**src/rtl/mem_bus_initiator.sv**
```systemverilog
// Native valid/ready request to sel/wen/address bus initiator with RAM/IO decode and wait states.
// Optional build macro MISALIGN_TRAP_EN turns misaligned accesses into error completions.
module mem_bus_initiator #(
    parameter int          ADDR_W      = 12,
    parameter logic [31:0] RAM_BASE    = 32'h0000_0000,
    parameter logic [31:0] RAM_SIZE    = 32'h0000_0800,
    parameter logic [31:0] IO_BASE     = 32'h8000_0000,
    parameter logic [31:0] IO_SIZE     = 32'h0000_0100,
    parameter int          WAIT_STATES = 0
) (
    input  logic              clk,
    input  logic              rst,
    input  logic              cpu_valid,
    input  logic [31:0]       cpu_addr,
    input  logic [31:0]       cpu_wdata,
    input  logic [3:0]        cpu_wstrb,
    output logic              cpu_ready,
    output logic [31:0]       cpu_rdata,
    output logic              ram_sel,
    output logic              io_sel,
    output logic [3:0]        bus_wen,
    output logic [ADDR_W-1:0] bus_address,
    output logic [31:0]       bus_wdata,
    input  logic [31:0]       ram_rdata,
    input  logic [31:0]       io_rdata,
    output logic              bus_err
);
    typedef enum logic [1:0] {IDLE, ACCESS, WAIT, DONE} state_t;

    localparam logic [31:0] RAM_MASK = ~(RAM_SIZE - 32'd1);
    localparam logic [31:0] IO_MASK  = ~(IO_SIZE - 32'd1);
    localparam logic [3:0]  WS_LAST  = (WAIT_STATES > 0) ? 4'(WAIT_STATES - 1) : 4'd0;

    state_t            state, next_state;
    logic [3:0]        wait_cnt;
    logic [ADDR_W-3:0] addr_q;
    logic [31:0]       wdata_q;
    logic [3:0]        wstrb_q;
    logic              ram_q, io_q, err_q;
    logic [31:0]       rdata_q;

    logic              ram_hit, io_hit, strb_ok, align_ok, req_err, last_cycle;
    logic [ADDR_W-3:0] ram_off, io_off;

    // RAM wins any overlap so the two selects can never both be high.
    always_comb begin
        ram_hit = (cpu_addr & RAM_MASK) == RAM_BASE;
        io_hit  = !ram_hit && ((cpu_addr & IO_MASK) == IO_BASE);
        ram_off = cpu_addr[ADDR_W-1:2] - RAM_BASE[ADDR_W-1:2];
        io_off  = cpu_addr[ADDR_W-1:2] - IO_BASE[ADDR_W-1:2];
        case (cpu_wstrb)
            4'b0000, 4'b0001, 4'b0010, 4'b0100,
            4'b1000, 4'b0011, 4'b1100, 4'b1111: strb_ok = 1'b1;
            default:                            strb_ok = 1'b0;
        endcase
        req_err = !(ram_hit || io_hit) || !strb_ok || !align_ok;
    end

`ifdef MISALIGN_TRAP_EN
    assign align_ok = !((cpu_wstrb == 4'b1111 && cpu_addr[1:0] != 2'b00) ||
                        ((cpu_wstrb == 4'b0011 || cpu_wstrb == 4'b1100) && cpu_addr[0]) ||
                        (cpu_wstrb == 4'b0000 && cpu_addr[1:0] != 2'b00));
`else
    logic unused_addr_lsbs;
    assign align_ok         = 1'b1;
    assign unused_addr_lsbs = ^cpu_addr[1:0];
`endif

    assign last_cycle = (state == ACCESS && WAIT_STATES == 0) ||
                        (state == WAIT && wait_cnt == WS_LAST);

    always_comb begin
        next_state = state;
        case (state)
            IDLE:    if (cpu_valid) next_state = req_err ? DONE : ACCESS;
            ACCESS:  next_state = (WAIT_STATES == 0) ? DONE : WAIT;
            WAIT:    if (wait_cnt == WS_LAST) next_state = DONE;
            DONE:    next_state = IDLE;
            default: next_state = IDLE;
        endcase
    end

    always_ff @(posedge clk or posedge rst) begin
        if (rst) begin
            state    <= IDLE;
            wait_cnt <= '0;
            addr_q   <= '0;
            wdata_q  <= '0;
            wstrb_q  <= '0;
            ram_q    <= 1'b0;
            io_q     <= 1'b0;
            err_q    <= 1'b0;
            rdata_q  <= '0;
        end else begin
            state <= next_state;
            case (state)
                IDLE: if (cpu_valid) begin
                    addr_q  <= ram_hit ? ram_off : io_off;
                    wdata_q <= cpu_wdata;
                    wstrb_q <= req_err ? 4'b0000 : cpu_wstrb;
                    ram_q   <= ram_hit && !req_err;
                    io_q    <= io_hit && !req_err;
                    err_q   <= req_err;
                end
                ACCESS:  wait_cnt <= '0;
                WAIT:    wait_cnt <= wait_cnt + 4'd1;
                DONE:    rdata_q <= '0;
                default: ;
            endcase
            // Slaves return data combinationally; sample it on the final select cycle.
            if (last_cycle && wstrb_q == 4'b0000)
                rdata_q <= ram_q ? ram_rdata : io_rdata;
        end
    end

    assign ram_sel     = ram_q && (state == ACCESS || state == WAIT);
    assign io_sel      = io_q && (state == ACCESS || state == WAIT);
    assign bus_wen     = (state == ACCESS) ? wstrb_q : 4'b0000;
    assign bus_address = {addr_q, 2'b00};
    assign bus_wdata   = wdata_q;
    assign cpu_ready   = (state == DONE);
    assign bus_err     = (state == DONE) && err_q;
    assign cpu_rdata   = rdata_q;
endmodule

```
**config.mk**
```make
export PLATFORM = sky130hd
export DESIGN_NAME = mem_bus_initiator
export DESIGN_NICKNAME = d
export VERILOG_FILES = /design/src/rtl/mem_bus_initiator.sv
export SDC_FILE = /design/constraint.sdc
export NUM_CORES = 1
export LEC_CHECK = 0
export BUFFER_PORTS_ARGS = -buffer_cell sky130_fd_sc_hd__buf_2
export CELL_PAD_IN_SITES_DETAIL_PLACEMENT = 1
export CELL_PAD_IN_SITES_GLOBAL_PLACEMENT = 1
export CORE_MARGIN = 5
export CORE_UTILIZATION = 32
export CTS_CLUSTER_SIZE = 25
export DETAILED_ROUTE_END_ITERATION = 7
export PLACE_DENSITY = 0.87
export SYNTH_ARGS = -nofsm -noshare
export SYNTH_HDL_FRONTEND = slang
export SYNTH_SLANG_ARGS = --single-unit
export TNS_END_PERCENT = 5
```
**constraint.sdc**
```tcl
create_clock -name clk -period 3.3 [get_ports clk]
set_input_delay 0.165 -clock clk [delete_from_list [all_inputs] [get_ports clk]]
set_output_delay 0.165 -clock clk [all_outputs]
set_load 0.005 [all_outputs]
```
==> summary.md, run 1 <==
| Metric | Value |
|---|---|
| Element type at the critical path end | `flop` |
| Total internal power | `2.93 mW` |
| Register clock-pin slew on the reported worst setup and hold paths | `60 ps` |
| Initial detailed-routing violation count | `193` |
| Die boundary height | `122 um` |
| Fin crit share | `66.0%` |
| Standard-cell row count | `41` |
| Number of top-level pins | `219` |
| Via count of the first global-routing pass | `4204` |
| Number of enable flip-flop cells after synthesis | `0` |
| Final critical-path setup slack | `1120 ps` |
| Clock latency on the worst-skew pair | `340 ps` |
| Average cell area after synthesis | `9.75 sq um` |
| Clock period minus final worst setup slack | `2180 ps` |
| Leading cell type in the layout, fill and taps excluded | `sky130_fd_sc_hd__buf_2` |
| Post-synth top area share | `54.2%` |
| Pin count of the biggest net entering global routing | `65` |
| Worst-case headroom to the max-slew limit | `27.9%` |
| Area of the core region | `12500 sq um` |
| Largest vdd supply drop | `0.000331 V` |
| Number of nets still failing antenna checks after routing | `0` |
| Max clock buf depth | `2` |
| I/O Buffers | `214` |
| Top cells by area in the synthesized netlist | `sky130_fd_sc_hd__dfrtp_1 54%, sky130_fd_sc_hd__nand2_1 12%, sky130_fd_sc_hd__mux2i_1 8.0%` |
| Clock Sink Count | `87` |
| Share of total power in the clock network | `24.0%` |
| Async set or reset register ratio after synthesis | `100%` |
| PD cells | `815 nW/um^2` |
| Die width | `122 um` |
| Run status | `complete, no violations` |
| DRC viols | `0` |
| Number of standard cells in the final layout excluding fillers | `795` |
| Worst Max-Slew Pin Slew | `1080 ps` |
| Comb pwr share | `38.1%` |
| Worst setup slack after placement | `1100 ps` |
| # Post-CTS Setup Buffers | `0` |
| All-layer global routing usage | `17.4%` |
| First-pass iteration count of the detailed router | `4` |
| First-pass GRT wire length | `20500 um` |
| Total detailed-routing wirelength | `13000 um` |
| Routed len/inst | `16.4 um` |
| Fraction of layout cells with a size suffix above 1 | `38.0%` |
| Count of endpoints failing setup in the final report | `0` |
| Post-synthesis sequential area ratio | `54.2%` |
| Clock skew after layout | `7.01 ps` |
| Class of the tightest hold or removal check | `in2reg` |
| Number of flip-flops and latches in the synthesized netlist | `87` |
| Total power draw | `4.54 mW` |
| Achievable frequency | `459 MHz` |
| Placed cell count | `777` |
| Synthesized netlist cell count | `412` |
| Max-slew violation count | `0` |
| TritonCTS buffer count | `9` |
| Cell at the root of the clock tree | `sky130_fd_sc_hd__clkbuf_16` |
| Starting utilization of the core area | `32.2%` |
| LEAKAGE | `2.93 nW` |
| Biggest fanout along the worst timing path | `31` |
| Die outline area | `14900 sq um` |
| Synthesized area | `4020 sq um` |
| Final TNS setup | `0 ps` |
| GPL Wtd Cong | `0.779` |
| Switching power | `1.61 mW` |
| Remaining global-route overflow | `0` |
| Sw frac | `35.4%` |
| Most used flip-flop cell after synthesis | `sky130_fd_sc_hd__dfrtp_1` |
| Cell accounting for the most synthesized area | `sky130_fd_sc_hd__dfrtp_1` |
| Critical path class | `reg2reg` |
| Number of levels the H-tree was split into | `3` |
| Count of yosys warnings during synthesis | `0` |
| Most frequent cells in the layout | `214 x sky130_fd_sc_hd__buf_2, 129 x sky130_fd_sc_hd__nand2_1, 86 x sky130_fd_sc_hd__dfrtp_1` |
| Element type at the critical path start | `flop` |
| Antenna cell count | `0` |
| Sequential cell fraction of total power | `37.9%` |
| Syn-to-layout area delta | `38.6%` |
| CTS tree | `yes` |
| Unique cell type count in the Yosys netlist | `37` |
| Per-cell via count in the routed design | `4.80` |
| Data arrival time of the critical path | `2450 ps` |
| Max cap viols | `0` |
| Initial antenna violation count | `0` |
| Total vias in the final route | `3813` |
| Final-report hold violation count | `0` |
| Final layout net count | `763` |
| Total half-perimeter wirelength after legalization and detailed placement | `9840 um` |
| Unrepaired setup endpoints after global routing | `no` |
| Required @ worst endpoint | `3570 ps` |
[critical path, stage by stage (launching register included)]
cell,delay (ps)
sky130_fd_sc_hd__dfrtp_1,410
sky130_fd_sc_hd__inv_1,110
sky130_fd_sc_hd__ha_1,230
sky130_fd_sc_hd__nand2_1,790
sky130_fd_sc_hd__buf_4,390
sky130_fd_sc_hd__nand2_1,80
sky130_fd_sc_hd__nand2_1,80
[power by group through the flow]
stage	clock, mW	sequential [mW]	combinational, mW
2_1_floorplan	0	1.77	0.932
3_3_place_gp	0	1.71	1.65
3_5_place_dp	0	1.74	1.75
4_1_cts	1.13	1.73	1.76
5_1_grt	1.17	1.78	1.97
6_report	1.09	1.72	1.73
[state kept, by name, summed over array words and instances, names as in the netlist]
name	count
addr_q	10
bus_wdata	32
state	2
io_q	1
ram_q	1
err_q	1
cpu_rdata	32
wstrb_q	4
wait_cnt	4
[final timing paths]
kind / startpoint / endpoint / slack [ps] / cells after the start
worst min register to register: addr_q[6] / addr_q[6] / 470 / 2
min in group asynchronous: rst / bus_wdata[21] / 370 / 3
worst max register to register: state[0] / bus_wdata[24] / 1120 / 6
max in group asynchronous: rst / cpu_rdata[24] / 2150 / 4
worst max-delay path: state[0] / bus_wdata[24] / 1120 / 6
worst min-delay path: cpu_addr[6] / addr_q[4] / 20 / 3
[Yosys cell counts, types with 2 or more instances]
master and number:
sky130_fd_sc_hd__and2_1 8, sky130_fd_sc_hd__a21oi_1 2, sky130_fd_sc_hd__clkbuf_1 8, sky130_fd_sc_hd__nand3b_1 32
sky130_fd_sc_hd__inv_1 9, sky130_fd_sc_hd__o21ai_0 4, sky130_fd_sc_hd__nand3_1 5, sky130_fd_sc_hd__o21ai_1 32
sky130_fd_sc_hd__a22o_1 5, sky130_fd_sc_hd__nor2_1 3, sky130_fd_sc_hd__mux2i_1 32, sky130_fd_sc_hd__dfrtp_1 87
sky130_fd_sc_hd__buf_2 15, sky130_fd_sc_hd__and3_1 4, sky130_fd_sc_hd__nand2_1 129, sky130_fd_sc_hd__ha_1 9
sky130_fd_sc_hd__buf_4 2, sky130_fd_sc_hd__nor4_1 7
[kinds of logic (layout without fill, tap and decap cells)]
kind of cell	count (synthesis)	after routing	synth area share, %
AOI/OAI and AO/OA	51	51	7.38
xor gates and xnor gates	1	1	0.218
adders and majority gates	9	9	2.80
buffers and inverters	35	245	3.92
DFF	87	87	54.2
muxes	33	33	8.25
other	1	2	0.0933
and+or+nand+nor	195	195	23.2
[through the flow]
stage          util, %  hold slack (ps)  instance area [sq um]
2_1_floorplan        -              265                   4020
3_3_place_gp      41.9              183                   5230
3_5_place_dp      41.9              192                   5230
4_1_cts           44.7           0.0614                   5570
5_1_grt           44.7             10.0                   5570
6_report          44.7             19.6                   5570
[final cells by class]
type	instances	area, sq um
fillers	1503	6890
multi-input cells	291	1700
clock inverters	3	68.8
inverters	9	35.0
flip-flops and latches	87	2180
clock buffers	12	246
well taps	172	215
repair buffers	221	1130
[layer usage]
metal / GRT usage (%) / vias to the layer above / wire length, um / part of all wire, %
met1: 20.1 / 1833 / 5150 / 40
met4: 7.49 / 0 / 258 / 2.0
li1: - / 1789 / - / -
met5: 0 / - / 0 / 0
met3: 5.90 / 19 / 1320 / 10
met2: 29.6 / 172 / 6280 / 48
[repair_timing]
item                      CTS  global route
hold endpoints to repair   27             0
resized for setup           0             0
hold buffers                3             0
Power figures use the tool's default switching activity.
==> inputs of run 2 (changes only) <==
--- a/config.mk
+++ b/config.mk
@@ -9,10 +9,10 @@
 export CELL_PAD_IN_SITES_DETAIL_PLACEMENT = 1
 export CELL_PAD_IN_SITES_GLOBAL_PLACEMENT = 1
 export CORE_MARGIN = 5
-export CORE_UTILIZATION = 32
+export CORE_UTILIZATION = 29
 export CTS_CLUSTER_SIZE = 25
 export DETAILED_ROUTE_END_ITERATION = 7
-export PLACE_DENSITY = 0.87
+export PLACE_DENSITY = 0.83
 export SYNTH_ARGS = -nofsm -noshare
 export SYNTH_HDL_FRONTEND = slang
 export SYNTH_SLANG_ARGS = --single-unit
==> constraint.sdc (replaced) <==
create_clock -name clk -period 1.8 [get_ports clk]
set_input_delay 0.09 -clock clk [delete_from_list [all_inputs] [get_ports clk]]
set_output_delay 0.09 -clock clk [all_outputs]
set_load 0.005 [all_outputs]
==> summary.md, run 2 (synthesized netlist as in run 1, its figures left out) <==
| Metric | Value |
|---|---|
| Leading cell type in the layout, fill and taps excluded | `sky130_fd_sc_hd__buf_2` |
| Initial detailed-routing violation count | `93 (-52%)` |
| Fin crit share | `98.4% (+32 points)` |
| Final-report hold violation count | `0 (unchanged)` |
| Starting utilization of the core area | `29.3% (-2.9 points)` |
| Via count of the first global-routing pass | `4550 (+8.2%)` |
| Worst setup slack after placement | `-31.1 ps (-1140 ps)` |
| Remaining global-route overflow | `0 (unchanged)` |
| Achievable frequency | `564 MHz (+23%)` |
| Pin count of the biggest net entering global routing | `45 (-31%)` |
| I/O Buffers | `214 (unchanged)` |
| Unrepaired setup endpoints after global routing | `yes` |
| Max stage delay on crit path | `390 ps (-400 ps)` |
| Count of endpoints failing setup in the final report | `0 (unchanged)` |
| LEAKAGE | `3.16 nW (+8.2%)` |
| DRC viols | `0 (unchanged)` |
| Final layout net count | `816 (+6.9%)` |
| Initial antenna violation count | `2 (+2)` |
| Data arrival time of the critical path | `2020 ps (-430 ps)` |
| Critical path, cell by cell | `inv_2 -> ha_1 -> or3b_1 -> a21oi_2 -> mux2_4 -> a41oi_2` |
| Number of nets still failing antenna checks after routing | `0 (unchanged)` |
| Class of the tightest hold or removal check | `in2reg` |
| TritonCTS buffer count | `9 (unchanged)` |
| Fraction of layout cells with a size suffix above 1 | `38.1% (+0.068 points)` |
| Die boundary height | `128 um (+4.6%)` |
| Die outline area | `16300 sq um (+9.5%)` |
| Clock latency on the worst-skew pair | `330 ps (about the same)` |
| Area of the core region | `13700 sq um (+10%)` |
| GPL Wtd Cong | `0.810 (+4.0%)` |
| Standard-cell row count | `43 (+4.9%)` |
| Syn-to-layout area delta | `53.5%` |
| Worst Max-Slew Pin Slew | `511 ps (-568 ps)` |
| Die width | `128 um (+4.6%)` |
| Total detailed-routing wirelength | `14400 um (+11%)` |
| Max clock buf depth | `2 (unchanged)` |
| Run status | `complete, no violations` |
| Cell at the root of the clock tree | `sky130_fd_sc_hd__clkbuf_16` |
| Per-cell via count in the routed design | `4.65 (-3.0%)` |
| Worst-case headroom to the max-slew limit | `65.6% (+38 points)` |
| Most frequent cells in the layout | `214 x sky130_fd_sc_hd__buf_2, 128 x sky130_fd_sc_hd__nand2_1, 86 x sky130_fd_sc_hd__dfrtp_1` |
| All-layer global routing usage | `17.6% (+0.14 points)` |
| Routed len/inst | `16.8 um (+2.6%)` |
| First-pass iteration count of the detailed router | `4 (unchanged)` |
| Clock Sink Count | `87 (unchanged)` |
| Total half-perimeter wirelength after legalization and detailed placement | `10100 um (+2.7%)` |
| Max cap viols | `0 (unchanged)` |
| CTS tree | `yes` |
| PD cells | `1400 nW/um^2 (+72%)` |
| Clock period minus final worst setup slack | `1770 ps (-405 ps)` |
| Element type at the critical path end | `flop` |
| Final critical-path setup slack | `28.2 ps (-1100 ps)` |
| Hold slack | `31.7 ps (+12.1 ps)` |
| Register clock-pin slew on the reported worst setup and hold paths | `70 ps (about the same)` |
| Crit-path leading delay family | `flip-flops` |
| Max-slew violation count | `0 (unchanged)` |
| Flop2flop setup slack | `30 ps (-1100 ps)` |
| Number of levels the H-tree was split into | `3 (unchanged)` |
| Biggest fanout along the worst timing path | `3 (-90%)` |
| Required @ worst endpoint | `2050 ps (-1520 ps)` |
| Critical path class | `reg2reg` |
| First-pass GRT wire length | `22900 um (+12%)` |
| Largest vdd supply drop | `0.000470 V (+42%)` |
| Total vias in the final route | `3993 (+4.7%)` |
| Number of top-level pins | `219 (unchanged)` |
| Element type at the critical path start | `flop` |
| Total buffers and inverters traversed by the critical path | `1 (-1)` |
| Slowest cell on the critical path | `sky130_fd_sc_hd__dfrtp_1` |
| Clock skew after layout | `5.59 ps (-1.42 ps)` |
-- run 2: tightest hold or removal path, cell delays in order --
cell and delay, ps:
sky130_fd_sc_hd__buf_2 70, sky130_fd_sc_hd__mux2i_1 60, sky130_fd_sc_hd__o21ai_1 100
-- run 2: final timing paths --
kind | startpoint | endpoint | depth (start not counted)
max reg2reg | wait_cnt[0] | state[1] | 6
min reg2reg | bus_wdata[23] | bus_wdata[23] | 2
min in group asynchronous | rst | err_q | 3
max | wait_cnt[0] | state[1] | 6
min | io_rdata[8] | cpu_rdata[8] | 3
max in group asynchronous | rst | cpu_rdata[25] | 4
-- run 2: power breakdown --
part / leakage [nW] / internal (mW) / total, mW / switching [mW]
logic: 1.92 / 1.67 / 3.57 / 1.89
clock network: 0.146 / 1.12 / 1.89 / 0.772
registers: 1.10 / 2.75 / 3.19 / 0.439
-- run 2: per-stage QoR --
stage / setup TNS [ps] / total power, mW / std cells / util, % / instance area (sq um)
after floorplan: 0 / 4.95 / 413 / - / 4030
after global placement: 0 / 6.33 / 795 / 39.1 / 5370
after detailed placement: -31.1 / 6.58 / 795 / 39.1 / 5370
after CTS: 0 / 8.64 / 855 / 44.6 / 6120
after global routing: -39.2 / 9.34 / 858 / 45.0 / 6170
final: 0 / 8.65 / 858 / 45.0 / 6170
-- run 2: per-layer routing --
metal | vias up | global-route usage (%) | routed length, um
li1 | 1893 | - | -
met1 | 1897 | 18.6 | 5290
met2 | 167 | 32.0 | 7490
met3 | 34 | 5.46 | 1150
met4 | 2 | 7.62 | 447
met5 | - | 0 | 13
-- run 2: what timing repair did --
action / 4_1_cts / 5_1_grt
setup buffers: 0 / 2
hold endpoints to repair: 63 / 0
pin swaps: 1 / 1
resized for setup: 3 / 4
hold buffers: 44 / 0
endpoints found under the setup margin: 3 / 4
-- run 2: cell type report --
cell class	instances	area [sq um]
Sequential cell	87	2180
Multi-Input combinational cell	291	1740
Timing Repair Buffer	274	1680
Fill cell	1606	7550
Inverter	9	37.5
Clock buffer	10	239
Antenna cell	1	2.50
Tap cell	180	225
Clock inverter	6	67.6
==> inputs of run 3 (changes only) <==
--- a/config.mk
+++ b/config.mk
@@ -5,6 +5,7 @@
 export SDC_FILE = /design/constraint.sdc
 export NUM_CORES = 1
 export LEC_CHECK = 0
+export ABC_AREA = 1
 export BUFFER_PORTS_ARGS = -buffer_cell sky130_fd_sc_hd__buf_2
 export CELL_PAD_IN_SITES_DETAIL_PLACEMENT = 1
 export CELL_PAD_IN_SITES_GLOBAL_PLACEMENT = 1
@@ -12,7 +13,7 @@
 export CORE_UTILIZATION = 29
 export CTS_CLUSTER_SIZE = 25
 export DETAILED_ROUTE_END_ITERATION = 7
-export PLACE_DENSITY = 0.83
+export PLACE_DENSITY = 0.84
 export SYNTH_ARGS = -nofsm -noshare
 export SYNTH_HDL_FRONTEND = slang
 export SYNTH_SLANG_ARGS = --single-unit
==> summary.md, run 3 <==
| Metric | Value |
|---|---|
| Element type at the critical path end | `output pin` |
| Largest vdd supply drop | `0.000521 V (+11%)` |
| GPL Wtd Cong | `0.791 (-2.4%)` |
| Met3 layer usage reported by global route | `3.98% (-1.5 points)` |
| Number of top-level pins | `219 (unchanged)` |
| Met2 GRT Util | `29.8% (-2.2 points)` |
| Total vias in the final route | `4293 (+7.5%)` |
| TritonCTS buffer count | `9 (unchanged)` |
| Placed cell count | `891 (+12%)` |
| Number of standard cells in the final layout excluding fillers | `949 (+11%)` |
| Required @ worst endpoint | `1710 ps (-340 ps)` |
| Post-synth top area share | `51.4% (-2.7 points)` |
| Total half-perimeter wirelength after legalization and detailed placement | `10000 um (-0.50%)` |
| LEAKAGE | `3.51 nW (+11%)` |
| Clock skew after layout | `7.45 ps (+1.86 ps)` |
| Clock period minus final worst setup slack | `1630 ps (-137 ps)` |
| Unique cell type count in the Yosys netlist | `28 (-24%)` |
| Number of enable flip-flop cells after synthesis | `0 (unchanged)` |
| Antenna cell count | `0 (-1)` |
| CTS tree | `yes` |
| All-layer global routing usage | `16.7% (-0.91 points)` |
| Count of endpoints failing setup in the final report | `0 (unchanged)` |
| Dominant cell by count in the synthesized netlist | `sky130_fd_sc_hd__nand2_1` |
| Synthesized area | `4230 sq um (+5.3%)` |
| Cell accounting for the most synthesized area | `sky130_fd_sc_hd__dfrtp_1` |
| Final TNS setup | `0 ps (unchanged)` |
| Max clock buf depth | `2 (unchanged)` |
| Class of the tightest hold or removal check | `in2reg` |
| Element type at the critical path start | `flop` |
| Biggest fanout along the worst timing path | `11 (+8)` |
| GRT busiest layer | `met2` |
| Area of the core region | `14400 sq um (+5.1%)` |
| First-pass GRT wire length | `22200 um (-3.0%)` |
| DRC viols | `0 (unchanged)` |
| Max cap viols | `0 (unchanged)` |
| Die width | `131 um (+2.4%)` |
| Die boundary height | `131 um (+2.4%)` |
| # Post-CTS Setup Buffers | `0 (unchanged)` |
| Cell at the root of the clock tree | `sky130_fd_sc_hd__clkbuf_16` |
| Post-synthesis sequential area ratio | `51.4% (-2.7 points)` |
| Async set or reset register ratio after synthesis | `100% (unchanged)` |
| Number of flip-flops and latches in the synthesized netlist | `87 (unchanged)` |
| Pin count of the biggest net entering global routing | `88 (+96%)` |
| Most used flip-flop cell after synthesis | `sky130_fd_sc_hd__dfrtp_1` |
| Data arrival time of the critical path | `1540 ps (-480 ps)` |
| Top cells by area in the synthesized netlist | `sky130_fd_sc_hd__dfrtp_1 51%, sky130_fd_sc_hd__nand2_1 20%, sky130_fd_sc_hd__mux2_2 8.5%` |
| Fraction of layout cells with a size suffix above 1 | `36.9% (-1.2 points)` |
| Final core utilization | `43.5% (-1.4 points)` |
| Number of levels the H-tree was split into | `3 (unchanged)` |
| Total detailed-routing wirelength | `14500 um (+0.63%)` |
| Max-slew violation count | `0 (unchanged)` |
| Leading cell type in the layout, fill and taps excluded | `sky130_fd_sc_hd__nand2_1` |
| Die outline area | `17100 sq um (+4.9%)` |
| Met1 Usage GRT | `18.7% (+0.14 points)` |
| Most frequent cells in the layout | `229 x sky130_fd_sc_hd__nand2_1, 214 x sky130_fd_sc_hd__buf_2, 87 x sky130_fd_sc_hd__dfrtp_1` |
| Run status | `complete, no violations` |
| First-pass iteration count of the detailed router | `4 (unchanged)` |
| Register clock-pin slew on the reported worst setup and hold paths | `60 ps (about the same)` |
| Number of nets still failing antenna checks after routing | `0 (unchanged)` |
| Initial detailed-routing violation count | `104 (+12%)` |
| Synthesized netlist cell count | `508 (+23%)` |
| I/O Buffers | `214 (unchanged)` |
| Worst setup slack after placement | `110 ps (+141 ps)` |
| Final layout net count | `904 (+11%)` |
| Clock Sink Count | `87 (unchanged)` |
| Critical path class | `reg2out` |
| Count of yosys warnings during synthesis | `0 (unchanged)` |
| Per-cell via count in the routed design | `4.52 (-2.8%)` |
| Final critical-path setup slack | `165 ps (+137 ps)` |
| Starting utilization of the core area | `29.3% (+0.044 points)` |
| Initial antenna violation count | `0 (-2)` |
| Achievable frequency | `612 MHz (+8.4%)` |
| Clock latency on the worst-skew pair | `340 ps (about the same)` |
| Final-report hold violation count | `0 (unchanged)` |
| Total power draw | `8.65 mW (about the same)` |
| Standard-cell row count | `44 (+2.3%)` |
| Fin crit share | `90.8% (-7.6 points)` |
| Cell types with the highest counts after synthesis | `230 x sky130_fd_sc_hd__nand2_1, 87 x sky130_fd_sc_hd__dfrtp_1, 38 x sky130_fd_sc_hd__nand3_1, 32 x sky130_fd_sc_hd__mux2_2, 30 x sky130_fd_sc_hd__nor2_1` |
| Via count of the first global-routing pass | `4517 (-0.73%)` |
| Syn-to-layout area delta | `48.3%` |
| Unrepaired setup endpoints after global routing | `no` |
| PD cells | `1380 nW/um^2 (-1.6%)` |
| Routed len/inst | `15.3 um (-9.0%)` |
| Remaining global-route overflow | `0 (unchanged)` |
| Average cell area after synthesis | `8.33 sq um (-15%)` |
run 3: changes by cell type after synthesis, sizes merged, moves of 19 or more:
cell | previous run | this run
mux2i | 32 | 0
inv | 9 | 28
nand2 | 129 | 232
o21ai | 37 | 10
mux2 | 1 | 32
nand3b | 32 | 0
nor2 | 4 | 30
nand3 | 5 | 38
run 3: critical path, cell delays in order, from the launching register on:
cell and delay, ps:
sky130_fd_sc_hd__dfrtp_1 420, sky130_fd_sc_hd__inv_1 100, sky130_fd_sc_hd__ha_2 450, sky130_fd_sc_hd__nand2_1 70, sky130_fd_sc_hd__inv_1 60, sky130_fd_sc_hd__buf_2 100
run 3: timing repair:
| action | 4_1_cts | 5_1_grt |
|---|---|---|
| endpoints found under the setup margin | 0 | 17 |
| endpoints found under the hold margin | 128 | 0 |
| resized for setup | 0 | 3 |
| hold buffers | 42 | 0 |
run 3: path summary, 6_finish.rpt:
check | from | end | slack [ps] | cells past startpoint
worst min register to register | bus_wdata[24] | bus_wdata[24] | 470 | 2
worst min-delay path | cpu_addr[9] | addr_q[7] | 20 | 3
worst max register to register | state[1] | cpu_rdata[21] | 190 | 8
worst max-delay path | state[1] | io_sel | 170 | 5
max in group asynchronous | rst | state[0] | 980 | 4
min in group asynchronous | rst | bus_wdata[3] | 440 | 4
run 3: where the power goes:
group | internal (mW) | switching [mW] | total (mW)
Clock | 1.02 | 0.816 | 1.84
Sequential | 2.76 | 0.447 | 3.20
Combinational | 1.56 | 2.05 | 3.61
Total | 5.34 | 3.32 | 8.65
run 3: area by class of cell:
cell class                      instances  area [sq um]
Timing Repair Buffer                  266          1650
Sequential cell                        87          2180
Fill cell                            1791          8150
Clock buffer                           11           253
Clock inverter                          5          41.3
Tap cell                              184           230
Multi-Input combinational cell        367          1820
Inverter                               29           114
run 3: cell families after synthesis:
| group | after synthesis | synth area share [%] |
|---|---|---|
| other | 1 | 0.0886 |
| XOR/XNOR | 1 | 0.207 |
| flip-flops | 87 | 51.4 |
| AND/OR/NAND/NOR | 308 | 29.2 |
| AO/OA/AOI/OAI | 15 | 2.01 |
| buffers and inverters | 55 | 5.91 |
| adder cells (fa/ha/maj) | 9 | 2.66 |
| multiplexers | 32 | 8.52 |
run 3: layer usage:
layer / vias to the layer above / share of wire (%) / routed length [um]
met2: 163 / 50 / 7220
li1: 2087 / - / -
met3: 30 / 8.2 / 1180
met5: - / 0 / 0
met4: 0 / 3.0 / 429
met1: 2013 / 39 / 5650
run 3: per-stage QoR:
step           area (sq um)  hold slack [ps]
3_3_place_gp           5550              275
3_5_place_dp           5550              291
6_report               6280             17.0
4_1_cts                6270             6.51
5_1_grt                6280             26.6
2_1_floorplan          4240              200
